==> config.mk <==
export PLATFORM = sky130hd
export DESIGN_NAME = mm_engine
export DESIGN_NICKNAME = d
export VERILOG_FILES = /design/src/rtl/mm_engine.sv
export SDC_FILE = /design/constraint.sdc
export NUM_CORES = 2
export LEC_CHECK = 0
export CAP_MARGIN = 20
export CORE_ASPECT_RATIO = 0.75
export CORE_UTILIZATION = 50
export CTS_BUF_LIST = sky130_fd_sc_hd__clkbuf_4 sky130_fd_sc_hd__clkbuf_8 sky130_fd_sc_hd__clkbuf_16
export CTS_CLUSTER_DIAMETER = 30
export DETAILED_ROUTE_END_ITERATION = 7
export MAX_ROUTING_LAYER = met4
export PLACE_DENSITY = 0.7
export SLEW_MARGIN = 20
export SYNTH_ARGS = -nofsm -noshare
export SYNTH_HDL_FRONTEND = slang
export SYNTH_SLANG_ARGS = --single-unit
==> constraint.sdc <==
create_clock -name clk -period 11.95 [get_ports clk]
set_input_delay 1.7925 -clock clk [delete_from_list [all_inputs] [get_ports clk]]
set_output_delay 1.7925 -clock clk [all_outputs]
set_load 0.05 [all_outputs]
==> src/rtl/mm_engine.sv <==
// Runtime-dimensioned matrix multiplier C = A x B with a 1-cycle-latency operand read port and a backpressured result write port.
// States: IDLE wait start | RDA read A(m,k) | RDB read B(k,n) | MAC accumulate | WR emit C(m,n) | DONE end job.
module mm_engine #(
  parameter int DW   = 20,
  parameter int IW   = 20,
  parameter int ACCW = 48
) (
  input  logic            clk,
  input  logic            reset_n,
  input  logic            start,
  input  logic [IW-1:0]   dim_m,
  input  logic [IW-1:0]   dim_k,
  input  logic [IW-1:0]   dim_n,
  input  logic            signed_mode,
  input  logic            sat_en,
  output logic            busy,
  output logic            done,
  output logic            err,
  output logic            ovf,
  output logic            rd_en,
  output logic            rd_sel,
  output logic [IW-1:0]   rd_row,
  output logic [IW-1:0]   rd_col,
  input  logic [DW-1:0]   rd_data,
  output logic            wr_en,
  input  logic            wr_ready,
  output logic [IW-1:0]   wr_row,
  output logic [IW-1:0]   wr_col,
  output logic [ACCW-1:0] wr_data
);

  if (ACCW < 2*DW) begin : g_accw_check
    $error("mm_engine: ACCW must be at least 2*DW");
  end

  localparam int EXTW = ACCW + 1 - 2*DW;
  localparam logic [ACCW-1:0] SMAX = {1'b0, {(ACCW-1){1'b1}}};
  localparam logic [ACCW-1:0] SMIN = {1'b1, {(ACCW-1){1'b0}}};
  localparam logic [ACCW-1:0] UMAX = '1;

  typedef enum logic [2:0] {IDLE, RDA, RDB, MAC, WR, DONE} state_t;

  state_t          state_q;
  logic [IW-1:0]   dim_m_q, dim_k_q, dim_n_q;
  logic [IW-1:0]   m_q, k_q, n_q;
  logic            sgn_q, sat_q;
  logic [DW-1:0]   a_q;
  logic [ACCW:0]   acc_q;
  logic            busy_q, done_q, err_q, ovf_q;
  logic            rd_en_q, rd_sel_q;
  logic [IW-1:0]   rd_row_q, rd_col_q;
  logic            wr_en_q;
  logic [IW-1:0]   wr_row_q, wr_col_q;
  logic [ACCW-1:0] wr_data_q;

  logic [2*DW-1:0] a_x, b_x, prod;
  logic [ACCW:0]   prod_x, sum_d;
  logic            ovf_d;
  logic [ACCW-1:0] res_d;

  // Products are formed at 2*DW bits from sign- or zero-extended operands, so the low half is exact in both modes.
  always_comb begin
    a_x    = {{DW{sgn_q & a_q[DW-1]}}, a_q};
    b_x    = {{DW{sgn_q & rd_data[DW-1]}}, rd_data};
    prod   = a_x * b_x;
    prod_x = {{EXTW{sgn_q & prod[2*DW-1]}}, prod};
    sum_d  = acc_q + prod_x;
    ovf_d  = sgn_q ? (sum_d[ACCW] ^ sum_d[ACCW-1]) : sum_d[ACCW];
    res_d  = sum_d[ACCW-1:0];
    if (ovf_d && sat_q) begin
      if (sgn_q) res_d = sum_d[ACCW] ? SMIN : SMAX;
      else       res_d = UMAX;
    end
  end

  always_ff @(posedge clk or negedge reset_n) begin
    if (!reset_n) begin
      state_q   <= IDLE;
      dim_m_q   <= '0;
      dim_k_q   <= '0;
      dim_n_q   <= '0;
      m_q       <= '0;
      k_q       <= '0;
      n_q       <= '0;
      sgn_q     <= 1'b0;
      sat_q     <= 1'b0;
      a_q       <= '0;
      acc_q     <= '0;
      busy_q    <= 1'b0;
      done_q    <= 1'b0;
      err_q     <= 1'b0;
      ovf_q     <= 1'b0;
      rd_en_q   <= 1'b0;
      rd_sel_q  <= 1'b0;
      rd_row_q  <= '0;
      rd_col_q  <= '0;
      wr_en_q   <= 1'b0;
      wr_row_q  <= '0;
      wr_col_q  <= '0;
      wr_data_q <= '0;
    end else begin
      done_q <= 1'b0;
      case (state_q)
        IDLE: begin
          if (start) begin
            dim_m_q <= dim_m;
            dim_k_q <= dim_k;
            dim_n_q <= dim_n;
            sgn_q   <= signed_mode;
            sat_q   <= sat_en;
            m_q     <= '0;
            k_q     <= '0;
            n_q     <= '0;
            acc_q   <= '0;
            ovf_q   <= 1'b0;
            if (dim_m == '0 || dim_k == '0 || dim_n == '0) begin
              err_q   <= 1'b1;
              state_q <= DONE;
            end else begin
              err_q    <= 1'b0;
              busy_q   <= 1'b1;
              rd_en_q  <= 1'b1;
              rd_sel_q <= 1'b0;
              rd_row_q <= '0;
              rd_col_q <= '0;
              state_q  <= RDA;
            end
          end
        end
        RDA: begin
          rd_sel_q <= 1'b1;
          rd_row_q <= k_q;
          rd_col_q <= n_q;
          state_q  <= RDB;
        end
        RDB: begin
          a_q     <= rd_data;
          rd_en_q <= 1'b0;
          state_q <= MAC;
        end
        MAC: begin
          acc_q <= sum_d;
          if (k_q == dim_k_q - IW'(1)) begin
            if (ovf_d) ovf_q <= 1'b1;
            wr_en_q   <= 1'b1;
            wr_row_q  <= m_q;
            wr_col_q  <= n_q;
            wr_data_q <= res_d;
            state_q   <= WR;
          end else begin
            k_q      <= k_q + IW'(1);
            rd_en_q  <= 1'b1;
            rd_sel_q <= 1'b0;
            rd_row_q <= m_q;
            rd_col_q <= k_q + IW'(1);
            state_q  <= RDA;
          end
        end
        WR: begin
          // Address and data stay frozen until the sink accepts.
          if (wr_ready) begin
            wr_en_q <= 1'b0;
            acc_q   <= '0;
            k_q     <= '0;
            if (n_q < dim_n_q - IW'(1)) begin
              n_q      <= n_q + IW'(1);
              rd_en_q  <= 1'b1;
              rd_sel_q <= 1'b0;
              rd_row_q <= m_q;
              rd_col_q <= '0;
              state_q  <= RDA;
            end else if (m_q < dim_m_q - IW'(1)) begin
              n_q      <= '0;
              m_q      <= m_q + IW'(1);
              rd_en_q  <= 1'b1;
              rd_sel_q <= 1'b0;
              rd_row_q <= m_q + IW'(1);
              rd_col_q <= '0;
              state_q  <= RDA;
            end else begin
              busy_q  <= 1'b0;
              state_q <= DONE;
            end
          end
        end
        DONE: begin
          done_q  <= 1'b1;
          state_q <= IDLE;
        end
        default: state_q <= IDLE;
      endcase
    end
  end

  assign busy    = busy_q;
  assign done    = done_q;
  assign err     = err_q;
  assign ovf     = ovf_q;
  assign rd_en   = rd_en_q;
  assign rd_sel  = rd_sel_q;
  assign rd_row  = rd_row_q;
  assign rd_col  = rd_col_q;
  assign wr_en   = wr_en_q;
  assign wr_row  = wr_row_q;
  assign wr_col  = wr_col_q;
  assign wr_data = wr_data_q;

endmodule

==> results.py <==
metrics = {
    "outcome": {
        "outcome": "completed",
    },
    "layout": {
        "register_area_um2": 8230,
        "multi_input_area_um2": 23400,
        "final_cell_mix": "561 x inv_1, 543 x nand2_1, 444 x fa_1, 329 x dfrtp_1, 230 x o21ai_0",
        "final_nets": 4693,
        "post-route-util_pct": 59.8,
        "nFillCells": 5834,
        "final_common_cell": "inv_1",
        "layout-drive-gt1-share_pct": 7.82,
        "area_delta_synth_final_pct": 17.3,
    },
    "route": {
        "drtIter0Drc": 2340,
        "drtAntennaViolNets": 0,
        "routedWlPerCell_um": 19.3,
        "dr.pass1.iters": 5,
        "viasPerCell": 5.62,
        "vias": 27500,
        "routed_wirelength_um": 94400,
        "drc": 0,
    },
    "flow_run": {
        "cap_violations": 0,
    },
    "clocking": {
        "cts_tree": "done",
        "clk_latency_ns": 0.61,
        "clockRootBuffer": "clkbuf_16",
        "holdBufCountCts": 0,
        "clkTransAtPathRegs_ns": 0.05,
        "htreeDepth": 3,
        "clock_path_buffers": 3,
        "postCtsSetupRepairBufs": 0,
        "clock_sinks": 329,
        "cts_made_buffers": 72,
    },
    "place": {
        "io_buffers": 220,
        "dp_hpwl_um": 71600,
        "finalWeightedCongestion": 0.949,
    },
    "global_route": {
        "grt_pass1_wl_um": 154000,
        "grt_max_degree": 164,
        "grt_util_all_layers_pct": 28.7,
        "grt_pass1_vias": 27700,
        "overflow": 0,
        "antenna_found_initial": 1,
    },
    "synthesis": {
        "yosys_warnings": 0,
        "syn_nets": 4519,
        "synth-xor-area-share_pct": 4.91,
        "synth_fa_ha_area_share_pct": 33.1,
        "synthMuxAreaShare_pct": 2.66,
        "synth_compound_area_share_pct": 11.6,
        "netlist_area_um2": 34400,
        "syn_inst": 3789,
        "synth_flop_cell": "dfrtp_1",
        "avgSynthCellArea_um2": 9.09,
        "synth-seq-cells": 329,
        "synth_cell_types": 76,
        "ys_seq_area_share_pct": 23.9,
        "synth_edf_count": 0,
        "synth_top_family_by_area": "adder cells",
        "async_flop_share_pct": 100,
        "yosys.area_share.simple_pct": 15.6,
    },
    "timing": {
        "slew_headroom_pct": 25.2,
        "finalMaxSlewViolations": 0,
        "setup_tns_ns": 0,
        "fin_crit_ns": 11.42,
        "setup_viol": 0,
        "tightest_slew_ns": 1.12,
        "final-hold-violation-count": 0,
        "rsz0062_at_grt": "no",
        "clock.fmax_mhz": 87.6,
        "clock_skew_ns": 0.0269,
        "period_share_pct": 95.5,
    },
    "floorplanning": {
        "fp.dieH_um": 229,
        "coreArea_um2": 67500,
        "die_w_um": 305,
        "fp.dieArea_um2": 70000,
        "ios": 221,
        "start_util_pct": 51.0,
        "std_cell_rows": 82,
    },
    "worst_setup_path": {
        "worstSetupEndpointType": "flip-flop",
        "cp.required_ns": 12.42,
        "crit_top_cell": "fa_1",
        "ff2ff_path_depth": 35,
        "rr_startpoint": "a_q[10]",
        "rr_endpoint": "wr_data[46]",
        "arrival_ns": 11.88,
        "r2r_slack_ns": 1.41,
        "crit_fanout": 20,
        "critPathLaunchType": "input port",
        "cp_slowest_cell": "clkdlybuf4s50_1",
        "max_stage_delay_ns": 0.70,
        "critPathKind": "in2reg",
    },
    "min_path": {
        "min_to": "wr_row[2]",
        "worst_hold_path_type": "reg2reg",
        "min_from": "wr_row[2]",
        "whs_path_depth": 2,
    },
}
## flip-flops by register name, summed over array words and instances, names as in the netlist, 3 cells and up
register,flops
wr_col,20
a_q,20
m_q,20
dim_n_q,20
wr_row,20
dim_m_q,20
acc_q,49
state_q,3
wr_data,48
dim_k_q,20
rd_col,20
n_q,20
rd_row,20
k_q,20
## metal layers
layer / share of wire (%) / GRT usage [%]
met3: 8.6 / 6.01
met1: 47 / 42.4
met4: 1.9 / 6.09
met2: 43 / 40.3
met5: 0 / -
## how the worst max path moves through the flow
stage,start,endpoint,cells after the start
CTS,rd_data[3],wr_data[46],42
global placement,rd_data[3],wr_data[46],42
finish,rd_data[2],wr_data[46],38
floorplan,rd_data[1],wr_data[39],37
detailed placement,rd_data[6],wr_data[46],39
global route,rd_data[4],wr_data[46],39
## area by class of cell
class	count	area share, %
inverters	561	5.21
clock buffers	84	4.88
clock inverters	44	1.73
multi-input cells	2715	58.0
flip-flops and latches	329	20.4
diodes	1	0.00620
well taps	882	2.73
repair buffers	284	7.08
## synth_stat cells, types with 16 or more instances
| library cell | n | share of area, % |
|---|---|---|
| and3_1 | 49 | 0.89 |
| inv_1 | 561 | 6.1 |
| clkbuf_1 | 168 | 1.8 |
| nand2_1 | 545 | 5.9 |
| and2_1 | 136 | 2.5 |
| nand3_1 | 87 | 1.3 |
| o21a_1 | 28 | 0.61 |
| nand4_1 | 24 | 0.44 |
| nor3_1 | 45 | 0.65 |
| nand2b_1 | 16 | 0.29 |
| dfrtp_1 | 329 | 24 |
| o31ai_1 | 19 | 0.41 |
| nor2_1 | 164 | 1.8 |
| xor2_1 | 65 | 1.7 |
| mux2_2 | 76 | 2.5 |
| o21ai_0 | 232 | 3.4 |
| nor4_1 | 29 | 0.53 |
| ha_1 | 200 | 7.3 |
| a31oi_1 | 18 | 0.33 |
| xnor2_1 | 128 | 3.3 |
| a21oi_1 | 132 | 1.9 |
| a21o_1 | 56 | 1.2 |
| fa_1 | 444 | 26 |
| a22oi_1 | 16 | 0.35 |
## stage by stage
| stage | instances | hold WS [ns] | worst slack, ns | area (µm²) |
|---|---|---|---|---|
| floorplan | 3789 | 0.456 | 0.929 | 34400 |
| global placement | 4769 | 0.451 | 0.0696 | 37700 |
| detailed placement | 4769 | 0.455 | -0.0218 | 37700 |
| CTS | 4897 | 0.465 | 0.557 | 40400 |
| global route | 4900 | 0.485 | 0.0297 | 40400 |
| finish | 4900 | 0.461 | 0.534 | 40400 |
## repair_timing
action | in CTS | in global routing
endpoints found under the hold margin | 0 | 0
gates resized for setup | 0 | 4
setup endpoints to repair | 0 | 46
## cell families (layout without fill, tap and decap cells)
group	Yosys count	after routing
DFF	329	329
and+or+nand+nor	1159	1159
other	0	1
adders and majority gates	644	644
xor gates and xnor gates	193	193
muxes	82	82
AOI/OAI and AO/OA	637	637
buffers and inverters	745	973
## worst max-delay path: cells and delay by family
kind,cells,cell delay [ns]
adders and majority gates,9,4.15
AOI/OAI and AO/OA,13,3.14
buffers and inverters,9,1.45
and+or+nand+nor,4,0.67
xor gates and xnor gates,3,0.67
Power is not shown: default switching activity piles up to over one toggle a cycle in this logic, so the estimate is an artifact.
